[src/rtl/usb_tx_sched_pkg.sv]
// Shared types and constants for the USB transmit scheduler.
// States, CRC16 parameters and token/data PIDs.
package usb_tx_pkg;

  typedef enum logic [2:0] {
    IDLE,
    PID,
    DATA,
    CRC1,
    CRC2,
    GAP
  } state_e;

  localparam logic [15:0] CRC16_INIT   = 16'hFFFF;
  localparam logic [15:0] CRC16_POLY_R = 16'hA001;

  localparam logic [3:0] OUT   = 4'h1;
  localparam logic [3:0] IN    = 4'h9;
  localparam logic [3:0] DATA0 = 4'h3;
  localparam logic [3:0] DATA1 = 4'hB;

endpackage

[src/rtl/usb_tx_sched_if.sv]
// Byte-wide valid/ready link from the scheduler
// to the USB TX line interface.
interface usb_tx_sched_if;

  logic [7:0] tx_data;
  logic       tx_valid;
  logic       tx_ready;

  modport master (
    output tx_data,
    output tx_valid,
    input  tx_ready
  );

  modport slave (
    input  tx_data,
    input  tx_valid,
    output tx_ready
  );

endinterface

[src/rtl/usb_crc16_byte.sv]
// One-byte step of CRC-16/USB, reflected, LSB first.
// Purely combinational.
module usb_crc16_byte
  import usb_tx_pkg::*;
(
  input  logic [15:0] crc_in,
  input  logic [7:0]  data,
  output logic [15:0] crc_out
);

  logic [15:0] c;

  always_comb begin
    c = crc_in;
    for (int i = 0; i < 8; i++) begin
      if (c[0] ^ data[i]) c = (c >> 1) ^ CRC16_POLY_R;
      else                c = c >> 1;
    end
    crc_out = c;
  end

endmodule

[src/rtl/usb_tx_sched.sv]
// Round-robin USB TX byte-path scheduler:
// PID, payload, CRC16 (lo, hi), then an idle gap.
module usb_tx_sched
  import usb_tx_pkg::*;
#(
  parameter int NUM_REQ = 4,
  parameter int LEN_W   = 7,
  parameter int MAX_LEN = 64,
  parameter int GAP_CYC = 4
) (
  input  logic                     clk,
  input  logic                     reset,
  input  logic [NUM_REQ-1:0]       req,
  input  logic [4*NUM_REQ-1:0]     req_pid,
  input  logic [LEN_W*NUM_REQ-1:0] req_len,
  input  logic [8*NUM_REQ-1:0]     req_data,
  output logic [NUM_REQ-1:0]       grant,
  output logic                     rd_en,
  output logic [NUM_REQ-1:0]       done,
  output logic                     busy,
  usb_tx_sched_if.master           tx
);

  localparam int PTR_W = (NUM_REQ > 1) ? $clog2(NUM_REQ) : 1;
  localparam int GAP_W = $clog2(GAP_CYC + 1);
  localparam logic [LEN_W-1:0] MAX_L = LEN_W'(MAX_LEN);

  function automatic logic [PTR_W-1:0] rr_pick(
    input logic [NUM_REQ-1:0] r,
    input logic [PTR_W-1:0]   p
  );
    logic [PTR_W-1:0] w;
    logic             hit;
    int               idx;
    w   = p;
    hit = 1'b0;
    for (int i = 1; i <= NUM_REQ; i++) begin
      idx = (int'(p) + i) % NUM_REQ;
      if (!hit && r[idx]) begin
        hit = 1'b1;
        w   = PTR_W'(idx);
      end
    end
    return w;
  endfunction

  state_e             state_q, state_d;
  logic [NUM_REQ-1:0] grant_q, grant_d;
  logic [PTR_W-1:0]   ptr_q, ptr_d;
  logic [3:0]         pid_q, pid_d;
  logic [LEN_W-1:0]   len_q, len_d;
  logic [LEN_W-1:0]   cnt_q, cnt_d;
  logic [15:0]        crc_q, crc_d;
  logic [GAP_W-1:0]   gap_q, gap_d;

  logic [PTR_W-1:0] win;
  logic [LEN_W-1:0] win_len_raw, win_len;
  logic [7:0]       own_byte;
  logic [15:0]      crc_nx;
  logic [7:0]       tx_data_c;
  logic             tx_valid_c;
  logic             xfer;

  assign win         = rr_pick(req, ptr_q);
  assign win_len_raw = req_len[int'(win)*LEN_W +: LEN_W];
  assign win_len     = (win_len_raw > MAX_L) ? MAX_L : win_len_raw;
  assign own_byte    = req_data[int'(ptr_q)*8 +: 8];

  usb_crc16_byte u_crc (
    .crc_in (crc_q),
    .data   (own_byte),
    .crc_out(crc_nx)
  );

  assign tx_valid_c = (state_q == PID)  || (state_q == DATA) ||
                      (state_q == CRC1) || (state_q == CRC2);
  assign xfer       = tx_valid_c && tx.tx_ready;

  always_ff @(posedge clk) begin
    if (reset) begin
      state_q <= IDLE;
      grant_q <= '0;
      ptr_q   <= PTR_W'(NUM_REQ - 1);
      pid_q   <= '0;
      len_q   <= '0;
      cnt_q   <= '0;
      crc_q   <= CRC16_INIT;
      gap_q   <= '0;
    end else begin
      state_q <= state_d;
      grant_q <= grant_d;
      ptr_q   <= ptr_d;
      pid_q   <= pid_d;
      len_q   <= len_d;
      cnt_q   <= cnt_d;
      crc_q   <= crc_d;
      gap_q   <= gap_d;
    end
  end

  always_comb begin
    state_d   = state_q;
    grant_d   = grant_q;
    ptr_d     = ptr_q;
    pid_d     = pid_q;
    len_d     = len_q;
    cnt_d     = cnt_q;
    crc_d     = crc_q;
    gap_d     = gap_q;
    tx_data_c = '0;
    rd_en     = 1'b0;
    done      = '0;
    unique case (state_q)
      IDLE: begin
        crc_d = CRC16_INIT;
        if (|req) begin
          grant_d = NUM_REQ'(1) << win;
          ptr_d   = win;
          pid_d   = req_pid[int'(win)*4 +: 4];
          len_d   = win_len;
          cnt_d   = win_len;
          state_d = PID;
        end
      end
      PID: begin
        tx_data_c = {~pid_q, pid_q};
        if (xfer) state_d = (len_q != '0) ? DATA : CRC1;
      end
      DATA: begin
        tx_data_c = own_byte;
        rd_en     = xfer;
        if (xfer) begin
          cnt_d = cnt_q - 1'b1;
          crc_d = crc_nx;
          if (cnt_q == LEN_W'(1)) state_d = CRC1;
        end
      end
      CRC1: begin
        tx_data_c = ~crc_q[7:0];
        if (xfer) state_d = CRC2;
      end
      CRC2: begin
        tx_data_c = ~crc_q[15:8];
        if (xfer) begin
          done    = grant_q;
          grant_d = '0;
          gap_d   = GAP_W'(GAP_CYC);
          state_d = GAP;
        end
      end
      GAP: begin
        gap_d = gap_q - 1'b1;
        if (gap_q <= GAP_W'(1)) state_d = IDLE;
      end
      default: state_d = IDLE;
    endcase
  end

  assign grant       = grant_q;
  assign busy        = (state_q != IDLE);
  assign tx.tx_data  = tx_data_c;
  assign tx.tx_valid = tx_valid_c;

endmodule

[src/flat_wrapper.sv]
// flat-port wrapper written by rule: the top's interface ports become plain ports
module usb_tx_sched_flat import usb_tx_pkg::*;
#(
  parameter int NUM_REQ = 4,
  parameter int LEN_W   = 7,
  parameter int MAX_LEN = 64,
  parameter int GAP_CYC = 4
)
  (clk, reset, req, req_pid, req_len, req_data, grant, rd_en, done, busy, tx_tx_data, tx_tx_valid, tx_tx_ready);
  usb_tx_sched_if tx_i ();
  input  logic clk;
  input  logic reset;
  input  logic [NUM_REQ-1:0] req;
  input  logic [4*NUM_REQ-1:0] req_pid;
  input  logic [LEN_W*NUM_REQ-1:0] req_len;
  input  logic [8*NUM_REQ-1:0] req_data;
  output logic [NUM_REQ-1:0] grant;
  output logic rd_en;
  output logic [NUM_REQ-1:0] done;
  output logic busy;
  output wire logic [$bits(tx_i.tx_data)-1:0] tx_tx_data;
  output wire logic [$bits(tx_i.tx_valid)-1:0] tx_tx_valid;
  input wire logic [$bits(tx_i.tx_ready)-1:0] tx_tx_ready;
  assign tx_tx_data = tx_i.tx_data;
  assign tx_tx_valid = tx_i.tx_valid;
  assign tx_i.tx_ready = tx_tx_ready;
  usb_tx_sched #(.NUM_REQ(NUM_REQ), .LEN_W(LEN_W), .MAX_LEN(MAX_LEN), .GAP_CYC(GAP_CYC)) u_core (.clk(clk), .reset(reset), .req(req), .req_pid(req_pid), .req_len(req_len), .req_data(req_data), .grant(grant), .rd_en(rd_en), .done(done), .busy(busy), .tx(tx_i));
endmodule
[config.mk]
export PLATFORM = sky130hd
export DESIGN_NAME = usb_tx_sched_flat
export DESIGN_NICKNAME = d
export VERILOG_FILES = /design/src/rtl/usb_tx_sched_pkg.sv /design/src/rtl/usb_tx_sched_if.sv /design/src/rtl/usb_crc16_byte.sv /design/src/rtl/usb_tx_sched.sv /design/src/flat_wrapper.sv
export SDC_FILE = /design/constraint.sdc
export NUM_CORES = 1
export LEC_CHECK = 0
export ABC_AREA = 1
export ABC_CLOCK_PERIOD_IN_PS = 2930
export BUFFER_PORTS_ARGS = -buffer_cell sky130_fd_sc_hd__buf_2
export CORE_MARGIN = 2
export CORE_UTILIZATION = 45
export CTS_BUF_LIST = sky130_fd_sc_hd__clkbuf_8 sky130_fd_sc_hd__clkbuf_16
export DETAILED_ROUTE_END_ITERATION = 6
export GPL_TIMING_DRIVEN = 0
export PLACE_DENSITY = 0.75
export REMOVE_ABC_BUFFERS = 1
export SYNTH_ARGS = -nofsm -noshare
export SYNTH_HDL_FRONTEND = slang
export SYNTH_HIERARCHICAL = 1
export SYNTH_SLANG_ARGS = --single-unit
[constraint.sdc]
create_clock -name clk -period 2.93 [get_ports clk]
set_input_delay 0.586 -clock clk [delete_from_list [all_inputs] [get_ports clk]]
set_output_delay 0.586 -clock clk [all_outputs]
set_load 0.05 [all_outputs]
Yosys cells after proc, flatten, opt, wreduce, memory -nomap -nowiden
Index checks and enable logic that the tools add are counted.
- $add $sub $neg: 6
- multipliers: 1
- $lt $le $gt $ge: 6
- equal/unequal tests: 13
- shift-type cells: 4
- muxes and demuxes: 50
- bitwise gates (word level): 23
- reduce and logical (&&, ||, !) cells: 27
- operators with widths (kind ; count):
    16-bit 2-to-1 mux ; 9
    16-bit one-hot mux with 2 select lines ; 1
    8-bit one-hot mux with 4 select lines ; 1
    28-bit by 32-bit variable part select with 7-bit output ; 1
    32-bit by 6-bit variable part select with 8-bit output ; 1
    2-bit inverter with 3-bit output ; 8
    3-bit 2-to-1 mux ; 7
    7-bit 2-to-1 mux ; 3
    3-bit one-hot mux with 6 select lines ; 1
    3-bit by 4-bit less-than comparator with 1-bit output, second input constant ; 4
    4-bit 2-to-1 mux ; 4
    8-bit inverter ; 2
    16-bit by 5-bit variable part select with 4-bit output ; 1
    7-bit one-hot mux with 2 select lines ; 1
    1-bit 2-to-1 mux ; 13
    2-bit by 1-bit inequality test with 1-bit output, second input constant ; 6
    1-bit binary-select mux with 2-bit select ; 4
    2-bit 2-to-1 mux ; 4
    4-bit one-hot mux with 2 select lines ; 1
    2-bit OR reduction ; 4
    1-bit bitwise XOR ; 8
    7-bit by 1-bit equality test with 1-bit output, second input constant ; 1
    7-bit > comparator, second input constant ; 1
    7-bit AND reduction ; 1
    24 further kinds ; 43
- flip-flop bits (word level): 46
- bits of input ports: 83
- word-level logic and storage cells: 138

Logic depth before layout (Yosys ltp)
Gate-level depths: netlist of the first run.
- word-level depth: 22
- mapped depth: 24
- depth with buffers taken out: 24

Hierarchy
The synthesis of the first run kept the hierarchy.
- by module, submodules not included (module ; times used ; cells an instance ; area each (um^2)):
    usb_tx_sched ; 1 ; 492 ; 3059.2
    usb_crc16_byte ; 1 ; 72 ; 516.7

Worst setup path before layout of the first run
OpenSTA, ideal clock, no wires.
- path kind: register to register
- start point: reg u_core.ptr_q[1]
- end point: reg u_core.crc_q[13]
- library setup time: 130 ps
- arrival time: 2490 ps
- required time: 2800 ps
- slack: 310 ps
- stages on the path, launching flop included: 24
- path buffers: 2
- period minus slack after synthesis: 2620 ps
- path through: dfxtp_1 -> buf_2 -> buf_1 -> nand3_1 -> nand3_1 -> inv_1 -> nand2_1 -> nand2_2 -> nand2_2 -> nand2_2 -> nand2_4 -> nand2_4 -> nand2_2 -> nand3_4 -> nand2_4 -> nand2_2 -> nand3_4 -> nand2_4 -> nand2_4 -> nand2_2 -> nand2_1 -> nand2_1 -> o21ai_0 -> nand3_1
- cells in the longest elaborated chain, start to end: 19
- RTL lines (item ; RTL line ; text):
    start: declaration ; usb_tx_sched.sv:49 ; logic [PTR_W-1:0] ptr_q, ptr_d;
    start signal: assignment ; usb_tx_sched.sv:83 ; ptr_q <= PTR_W'(NUM_REQ - 1);
    start signal: assignment ; usb_tx_sched.sv:92 ; ptr_q <= ptr_d;
    32-bit by 6-bit variable part select with 8-bit output (*) ; usb_tx_sched.sv:67 ; assign own_byte = req_data[int'(ptr_q)*8 +: 8];
    named net u_core.own_byte[0] ; usb_tx_sched.sv:58 ; logic [7:0] own_byte;
    1-bit bitwise XOR (*) ; usb_crc16_byte.sv:16 ; if (c[0] ^ data[i]) c = (c >> 1) ^ CRC16_POLY_R;
    16-bit 2-to-1 mux (*) ; usb_crc16_byte.sv:16 ;
    1-bit bitwise XOR (*) ; usb_crc16_byte.sv:16 ;
    16-bit 2-to-1 mux (*) ; usb_crc16_byte.sv:16 ;
    1-bit bitwise XOR (*) ; usb_crc16_byte.sv:16 ;
    16-bit 2-to-1 mux (*) ; usb_crc16_byte.sv:16 ;
    [... 5 more ...] ; -- ;
    16-bit 2-to-1 mux (*) ; usb_crc16_byte.sv:16 ;
    1-bit bitwise XOR ; usb_crc16_byte.sv:16 ;
    16-bit 2-to-1 mux (*) ; usb_crc16_byte.sv:16 ;
    1-bit bitwise XOR ; usb_crc16_byte.sv:16 ;
    16-bit 2-to-1 mux (*) ; usb_crc16_byte.sv:16 ;
    named net u_core.crc_nx[13] ; usb_tx_sched.sv:59 ; logic [15:0] crc_nx;
    16-bit 2-to-1 mux (*) ; usb_tx_sched.sv:132 ; if (xfer) begin
    16-bit one-hot mux with 2 select lines (*) ; usb_tx_sched.sv:113 ; unique case (state_q)
    end signal: assignment ; usb_tx_sched.sv:96 ; crc_q <= crc_d;
    end: declaration ; usb_tx_sched.sv:53 ; logic [15:0] crc_q, crc_d;
The timed path passes the listed nets; every way through them passes the cells marked *. The select of a mux whose other input is x is not followed.
A chain may end at the register's enable or synchronous reset.

Worst setup path after layout of the first run
- start point: reg u_core.ptr_q[1]
- end point: reg u_core.crc_q[13]
- RTL lines (item ; RTL line):
    32-bit by 6-bit variable part select with 8-bit output (*) ; usb_tx_sched.sv:67
    named net u_core.own_byte[2] ; usb_tx_sched.sv:58
    1-bit bitwise XOR (*) ; usb_crc16_byte.sv:16
    16-bit 2-to-1 mux (*) ; usb_crc16_byte.sv:16
    1-bit bitwise XOR (*) ; usb_crc16_byte.sv:16
    16-bit 2-to-1 mux (*) ; usb_crc16_byte.sv:16
    1-bit bitwise XOR (*) ; usb_crc16_byte.sv:16
    16-bit 2-to-1 mux (*) ; usb_crc16_byte.sv:16
    1-bit bitwise XOR (*) ; usb_crc16_byte.sv:16
    16-bit 2-to-1 mux (*) ; usb_crc16_byte.sv:16
    1-bit bitwise XOR ; usb_crc16_byte.sv:16
    16-bit 2-to-1 mux (*) ; usb_crc16_byte.sv:16
    1-bit bitwise XOR ; usb_crc16_byte.sv:16
    16-bit 2-to-1 mux (*) ; usb_crc16_byte.sv:16
    named net u_core.crc_nx[13] ; usb_tx_sched.sv:59
    16-bit 2-to-1 mux (*) ; usb_tx_sched.sv:132
    16-bit one-hot mux with 2 select lines (*) ; usb_tx_sched.sv:113
Marked as above.

==> metrics, run 1 <==
hold path endpoint=u_core/gap_q[0]; synthesized cell area=approximately 3600 sq um; reg-to-reg slack, setup=190 ps; Max VDD drop=0.0007547 V; largest family of logic cells by synthesized area=simple AND/OR/NAND/NOR gates; Antenna Violating Nets Remaining=0; clock tree buffer depth=2; dpl ws=-779.4 ps; DRT Pass-1 Iters=5; Async SR Flop Fraction=0%; CTS Buf Count=5; post-synthesis simple-gate area fraction=41.36%; Ys Warns=6; die width=93.15 um; status=finished, final reports clean; clock slew at reported path FFs=90 ps; worst slew pin tran=~920 ps; Reg2Reg Depth=21; Peak Freq=0.3648 GHz; Final Net Count=746; final worst path period share=93.55%; r2r startpoint=u_core/ptr_q[1]; die height=a little over 90 um; power share of the combinational group=77.5%; Internal=2.559 mW; diode count=0; Placeable Area=7727 sq um; Arr. time, crit path=2890 ps; Via Count=around 4,100; EDFF count, synth=0; setup TNS=0 ps; die area=8676 sq um; placed insts=742; critical setup path kind=flip-flop to flip-flop; FP Rows=32; setup ws final=188.9 ps; Post-Syn Instances=564; Routed WL per cell=13.83 um; Leak=2.248 nW; minimum clock period=2741 ps; total of max-cap violations=0; Hold Path Depth=1; effective utilization at floorplan=46.28%; H-tree Lvls=2; GR Overflow Total=0; DR vias/cell=5.327; Hold-fix buffers, CTS=0; largest net degree at the start of global routing=33; min-delay src=u_core/gap_q[0]; Final Hold Vio Count=0; power per cell area=1412 nW/um^2; Clock Power Share=under 10%; PortBufs=between 100 and 150; Sink Count=46; Crit Path Max Fanout=8; TritonCTS clock tree=done; max-slew violations=0; R2R Path End=u_core/crc_q[13]; initial antenna violation count=0; sw frac=between 50% and 60%; Max stage delay on crit path=400 ps; GPL Wtd Cong=0.8902; setup repair after global routing missed its margin=true; Post-Synth Adder-Cell Area=roughly 1.0%; post-synthesis mux area share=0%; vias in the first global route=3,780; crit start category=flip-flop; sequential fraction of design power=16.6%; Fin Hold WS=466.9 ps; layout cells sized above 1=between 20% and 30%; critical path's slowest cell=dfxtp_4; Clock Skew=roughly 7.4 ps; switching pwr=3.574 mW; post-synthesis sequential area ratio=25.75%; Compound-Gate Fraction of Synth Area=17.04%; DRC marker count from the first detailed-route iteration=269; drt drc=0; crit-path most repeated cell=nand2_4; critical path, cell by cell=inv_2 -> nand2_1 -> inv_2 -> a22oi_1 -> nand3_1 -> xor2_2 -> inv_1 -> nand2_4 -> nand2_4 -> nand2_2 -> nand3_2 -> nand2_4 -> nand2_2 -> nand3_4 -> nand2_4 -> nand2_4 -> nand2_2 -> nand2_1 -> nand2_1 -> o21ai_1 -> nand3_1; Final Power=slightly above 6 mW; routed wire length=10,540 um; count of state elements after synthesis=46; Yosys cell types=37; crit path capture type=flip-flop; WP data required=3070 ps; Hold WC Path Type=flip-flop to flip-flop; HPWL Detailed=7713 um; I/O Pins=102; Avg Synthesized Cell Area=6.340 sq um; Total GRT Usage=24.06%; non-filler instance count after layout=between 700 and 800; Root Buffer=clkbuf_8; first-pass GRT wire length=17,030 um; # setup viols final=0; Synth Area in XOR/XNOR=4.584%; Main synth FF type=dfxtp_1; Clk Latency, worst-skew pair=290 ps; Slew HR=38.39%; area delta synth->final=21.48%
metrics by stage:
step	cell area, sq um	util, %
after global routing	4344	56.22
after floorplan	3443	-
after detailed placement	4076	52.75
final	4344	56.22
after global placement	4076	52.75
after CTS	4219	54.60
worst max-delay path, delay by kind of cell, from the launching register on:
family / cells / cell delay (ps)
AOI/OAI and AO/OA: 2 / 310
DFF: 1 / 400
and+or+nand+nor: 15 / 1330
buffers and inverters: 3 / 270
xor gates and xnor gates: 1 / 250
per-layer routing:
| layer | GRT usage (%) | vias to the layer above | routed length (um) |
|---|---|---|---|
| li1 | - | 2044 | - |
| met1 | 30.55 | 1849 | 4488 |
| met2 | 41.85 | 145 | 5155 |
| met3 | 3.868 | 21 | 620 |
| met4 | 7.353 | 0 | 274 |
| met5 | 0 | - | 0 |
worst max-delay path by stage:
stage / cells past startpoint / endpoint / startpoint / slack [ps]
4_1_cts: 7 / tx_tx_data[7] / u_core/state_q[0] / 20
3_5_place_dp: 23 / u_core/crc_q[13] / u_core/ptr_q[0] / -780
2_1_floorplan: 23 / u_core/crc_q[0] / u_core/ptr_q[0] / -40
3_3_place_gp: 23 / u_core/crc_q[13] / u_core/ptr_q[0] / -660
6_report: 21 / u_core/crc_q[13] / u_core/ptr_q[1] / 190
5_1_grt: 21 / u_core/crc_q[13] / u_core/ptr_q[1] / -70
flip-flops by register name (all words and copies together) (netlist names):
name	count
u_core/ptr_q	2
u_core/state_q	3
u_core/grant	4
u_core/len_q	7
u_core/cnt_q	7
u_core/gap_q	3
u_core/pid_q	4
u_core/crc_q	16
Yosys cell counts, types with 2 or more instances:
cell | instances | share of area, %
nand2_2 | 19 | 3.3
nand4_1 | 4 | 0.70
nor3_1 | 3 | 0.42
nand2_4 | 8 | 2.5
nand3_1 | 70 | 9.8
o221ai_1 | 7 | 1.7
o22ai_1 | 2 | 0.35
a31oi_1 | 6 | 1.0
nand3_2 | 6 | 1.7
inv_1 | 58 | 6.1
nor2_1 | 28 | 2.9
buf_6 | 2 | 0.63
a22oi_1 | 13 | 2.7
a21oi_1 | 32 | 4.5
ha_1 | 3 | 1.0
buf_4 | 5 | 1.0
nand2_1 | 161 | 17
inv_2 | 4 | 0.42
nand3b_1 | 2 | 0.42
o21ai_0 | 36 | 5.0
o211ai_1 | 2 | 0.42
xor2_1 | 11 | 2.7
dfxtp_1 | 46 | 26
xnor2_1 | 4 | 0.98
buf_2 | 4 | 0.56
nand3_4 | 4 | 2.0
clkbuf_1 | 13 | 1.4
nor4_1 | 2 | 0.35
area by class of cell:
cell class	count	area, sq um
Clock buffer	5	68.82
Clock inverter	2	7.507
Inverter	62	244.0
Timing Repair Buffer	114	603.1
Fill cell	778	3383
Multi-Input combinational cell	431	2365
Tap cell	102	127.6
Sequential cell	46	928.4
timing repair:
item,4_1_cts,5_1_grt
cloned,0,0
endpoints found under the setup margin,38,20
gates resized for setup,12,17
setup buffers,5,8
pin swaps,0,6
kinds of logic (layout without fill, tap and decap cells):
kind of cell             Yosys count  in the layout
AO/OA/AOI/OAI                    102            102
AND/OR/NAND/NOR                  309            309
flip-flops                        46             46
XOR/XNOR                          17             17
buffers and inverters             87            183
adder cells (fa/ha/maj)            3              3
power groups by stage:
stage               logic (mW)  clock network, mW  registers, mW
global route              5.28              0.395           1.04
floorplan                 3.41                  0           1.06
detailed placement        4.36                  0           1.05
CTS                       4.48              0.369           1.02
global placement          4.26                  0           1.04
finish                    4.76              0.362           1.02
cell usage in the layout (no fill, tap or decap), drive strengths merged, types with 2 or more instances in the layout:
cell type	n
nand2	188
buf	114
nand3	80
inv	63
dfxtp	46
o21ai	36
a21oi	33
nor2	28
a22oi	13
xor2	12
o221ai	7
a31oi	6
clkbuf	5
xnor2	5
nand4	4
ha	3
nor3	3
o22ai	2
nand3b	2
nor4	2
o211ai	2
Power figures use the tool's default switching activity.
==> run 2: changes to the inputs <==
CORE_UTILIZATION = 29   (was 45)
PLACE_DENSITY = 0.54   (was 0.75)
==> run 2 against run 1 <==
  * Setup slack better by 2.4 ps
  * Fmax hardly changed
  * Critical endpoint is now u_core/crc_q[0]
  * Via count is 0.89% lower
  * Sequential power hardly changed
  * Non-clock buffer count is 4 lower
==> metrics, run 2 (synthesized netlist as in run 1, its figures left out) <==
Leak=~2.3 nW; Final Power=6.297 mW; GPL Wtd Cong=0.8225; first-pass GRT wire length=18,490 um; Total GRT Usage=17.29%; sw frac=~57%; final instance area=4425 sq um; Buf/Inv on CP=2; FP Rows=40; effective utilization at floorplan=29.77%; minimum clock period=~2700 ps; Biggest register=u_core/crc_q; switching pwr=3.573 mW; Clock Skew=3.807 ps; DRC marker count from the first detailed-route iteration=194; Crit path max-delay family=simple AND/OR/NAND/NOR gates; most frequent cells in the layout=nand2_1, buf_2, nand3_1; largest net degree at the start of global routing=33; diode count=0; initial antenna violation count=0; worst slew pin tran=942.9 ps; clock tree buffer depth=2; routed wire length=11,300 um; crit-path most repeated cell=nand2_4; Hold WC Path Type=flip-flop to flip-flop; crit start category=flip-flop; status=finished, final reports clean; non-filler instance count after layout=about 800; Clock Power Share=about a tenth; # setup viols final=0; I/O Pins=102; drt drc=0; Max stage delay on crit path=a little under 400 ps; crit path capture type=flip-flop; TritonCTS clock tree=done; area delta synth->final=23.76%; sequential fraction of design power=between 10% and 20%; Util after Layout=between 30% and 40%; Slew HR=~37%; Final Hold Vio Count=0; die width=115.0 um; clock slew at reported path FFs=60 ps; Clk Latency, worst-skew pair=290 ps; Internal=2.724 mW; critical setup path kind=flip-flop to flip-flop; Placeable Area=12,010 sq um; placed insts=787; power per cell area=1423 nW/um^2; Max VDD drop=0.0004100 V; Hold-fix buffers, CTS=0; max FFs per register=16; final worst path period share=between 90% and 100%; DRT Pass-1 Iters=5; PortBufs=101; critical path, cell by cell=inv_6 -> nand2_2 -> inv_2 -> a22oi_1 -> nand3_2 -> xnor2_1 -> nand2_2 -> nand2_4 -> nand2_4 -> nand3_1 -> nand3_2 -> nand2_4 -> nand2_2 -> nand3_4 -> nand2_4 -> nand2_4 -> nand2_2 -> nand2_1 -> nand2_1 -> o21ai_1 -> nand3_1; total of max-cap violations=0; Routed WL per cell=about 14 um; Peak Freq=between 0.3 and 0.4 GHz; Antenna Violating Nets Remaining=0; critical path's slowest cell=dfxtp_4; Post-DP Area=4133 sq um; power share of the combinational group=73.5%; CTS Buf Count=5; Crit Path Max Fanout=17; HPWL Detailed=between 8000 and 9000 um; Arr. time, crit path=2880 ps; Sink Count=46; DR vias/cell=5.010; max-slew violations=0; commonest non-fill, non-tap cell in the layout=nand2_1; Final Net Count=742; vias in the first global route=3,929; WP data required=3070 ps; largest registers=u_core/crc_q (16), u_core/cnt_q (7), u_core/len_q (7); layout cells sized above 1=a little over a quarter; H-tree Lvls=2; Via Count=4,023; die height=115.0 um; Root Buffer=clkbuf_16; die area=13,240 sq um; GR Overflow Total=0
## run 2: worst reg2reg max path: cells and delay by family, from the launching register on
family / cells / cell delay [ps]
simple gates: 16 / 1460
xor+xnor: 1 / 220
flops: 1 / 390
buf+inv: 2 / 170
compound gates: 2 / 360
## run 2: what timing repair did
action	CTS	global route
pin swaps	1	1
gates cloned	0	0
endpoints found under the hold margin	0	0
setup buffers	9	0
setup endpoints to repair	42	28
gates resized for setup	10	12
## run 2: power by group through the flow
stage                     clock network (mW)  logic, mW  registers (mW)
after CTS                              0.676       4.58            1.00
final                                  0.658       4.63            1.01
after global placement                     0       4.35            1.05
after floorplan                            0       3.41            1.06
after detailed placement                   0       4.41            1.06
after global routing                   0.697       5.14            1.03
## run 2: final timing paths
path	from	cells past startpoint	slack, ps	to
setup / recovery	u_core/ptr_q[0]	21	190	u_core/crc_q[0]
hold reg to reg	u_core/gap_q[0]	1	480	u_core/gap_q[0]
hold / removal	u_core/gap_q[0]	1	480	u_core/gap_q[0]
setup reg to reg	u_core/ptr_q[0]	21	190	u_core/crc_q[0]
## run 2: area by class of cell
class,instances,area (sq um)
clock inverter,1,30.03
multi-input combinational,431,2330
inverter,62,241.5
fill,1326,7586
clock buffer,6,138.9
tap,147,183.9
timing repair buffer,110,573.1
sequential,46,928.4
## run 2: metrics by stage
stage | hold slack [ps] | TNS [ps] | setup WS (ps)
floorplan | 429.2 | -112.4 | -44.87
global placement | 446.9 | -13990 | -762.7
detailed placement | 471.7 | -16260 | -849.3
CTS | 487.7 | 0 | 5.197
global route | 492.7 | -24.86 | -13.12
finish | 478.4 | 0 | 191.4
## run 2: per-layer routing
metal	wire (um)	track usage (%)	vias to the layer above	part of all wire, %
li1	-	-	2044	-
met1	5154	22.23	1864	46
met2	5496	30.51	102	49
met3	525	2.636	13	4.6
met4	123	3.936	0	1.1
met5	0	0	-	0
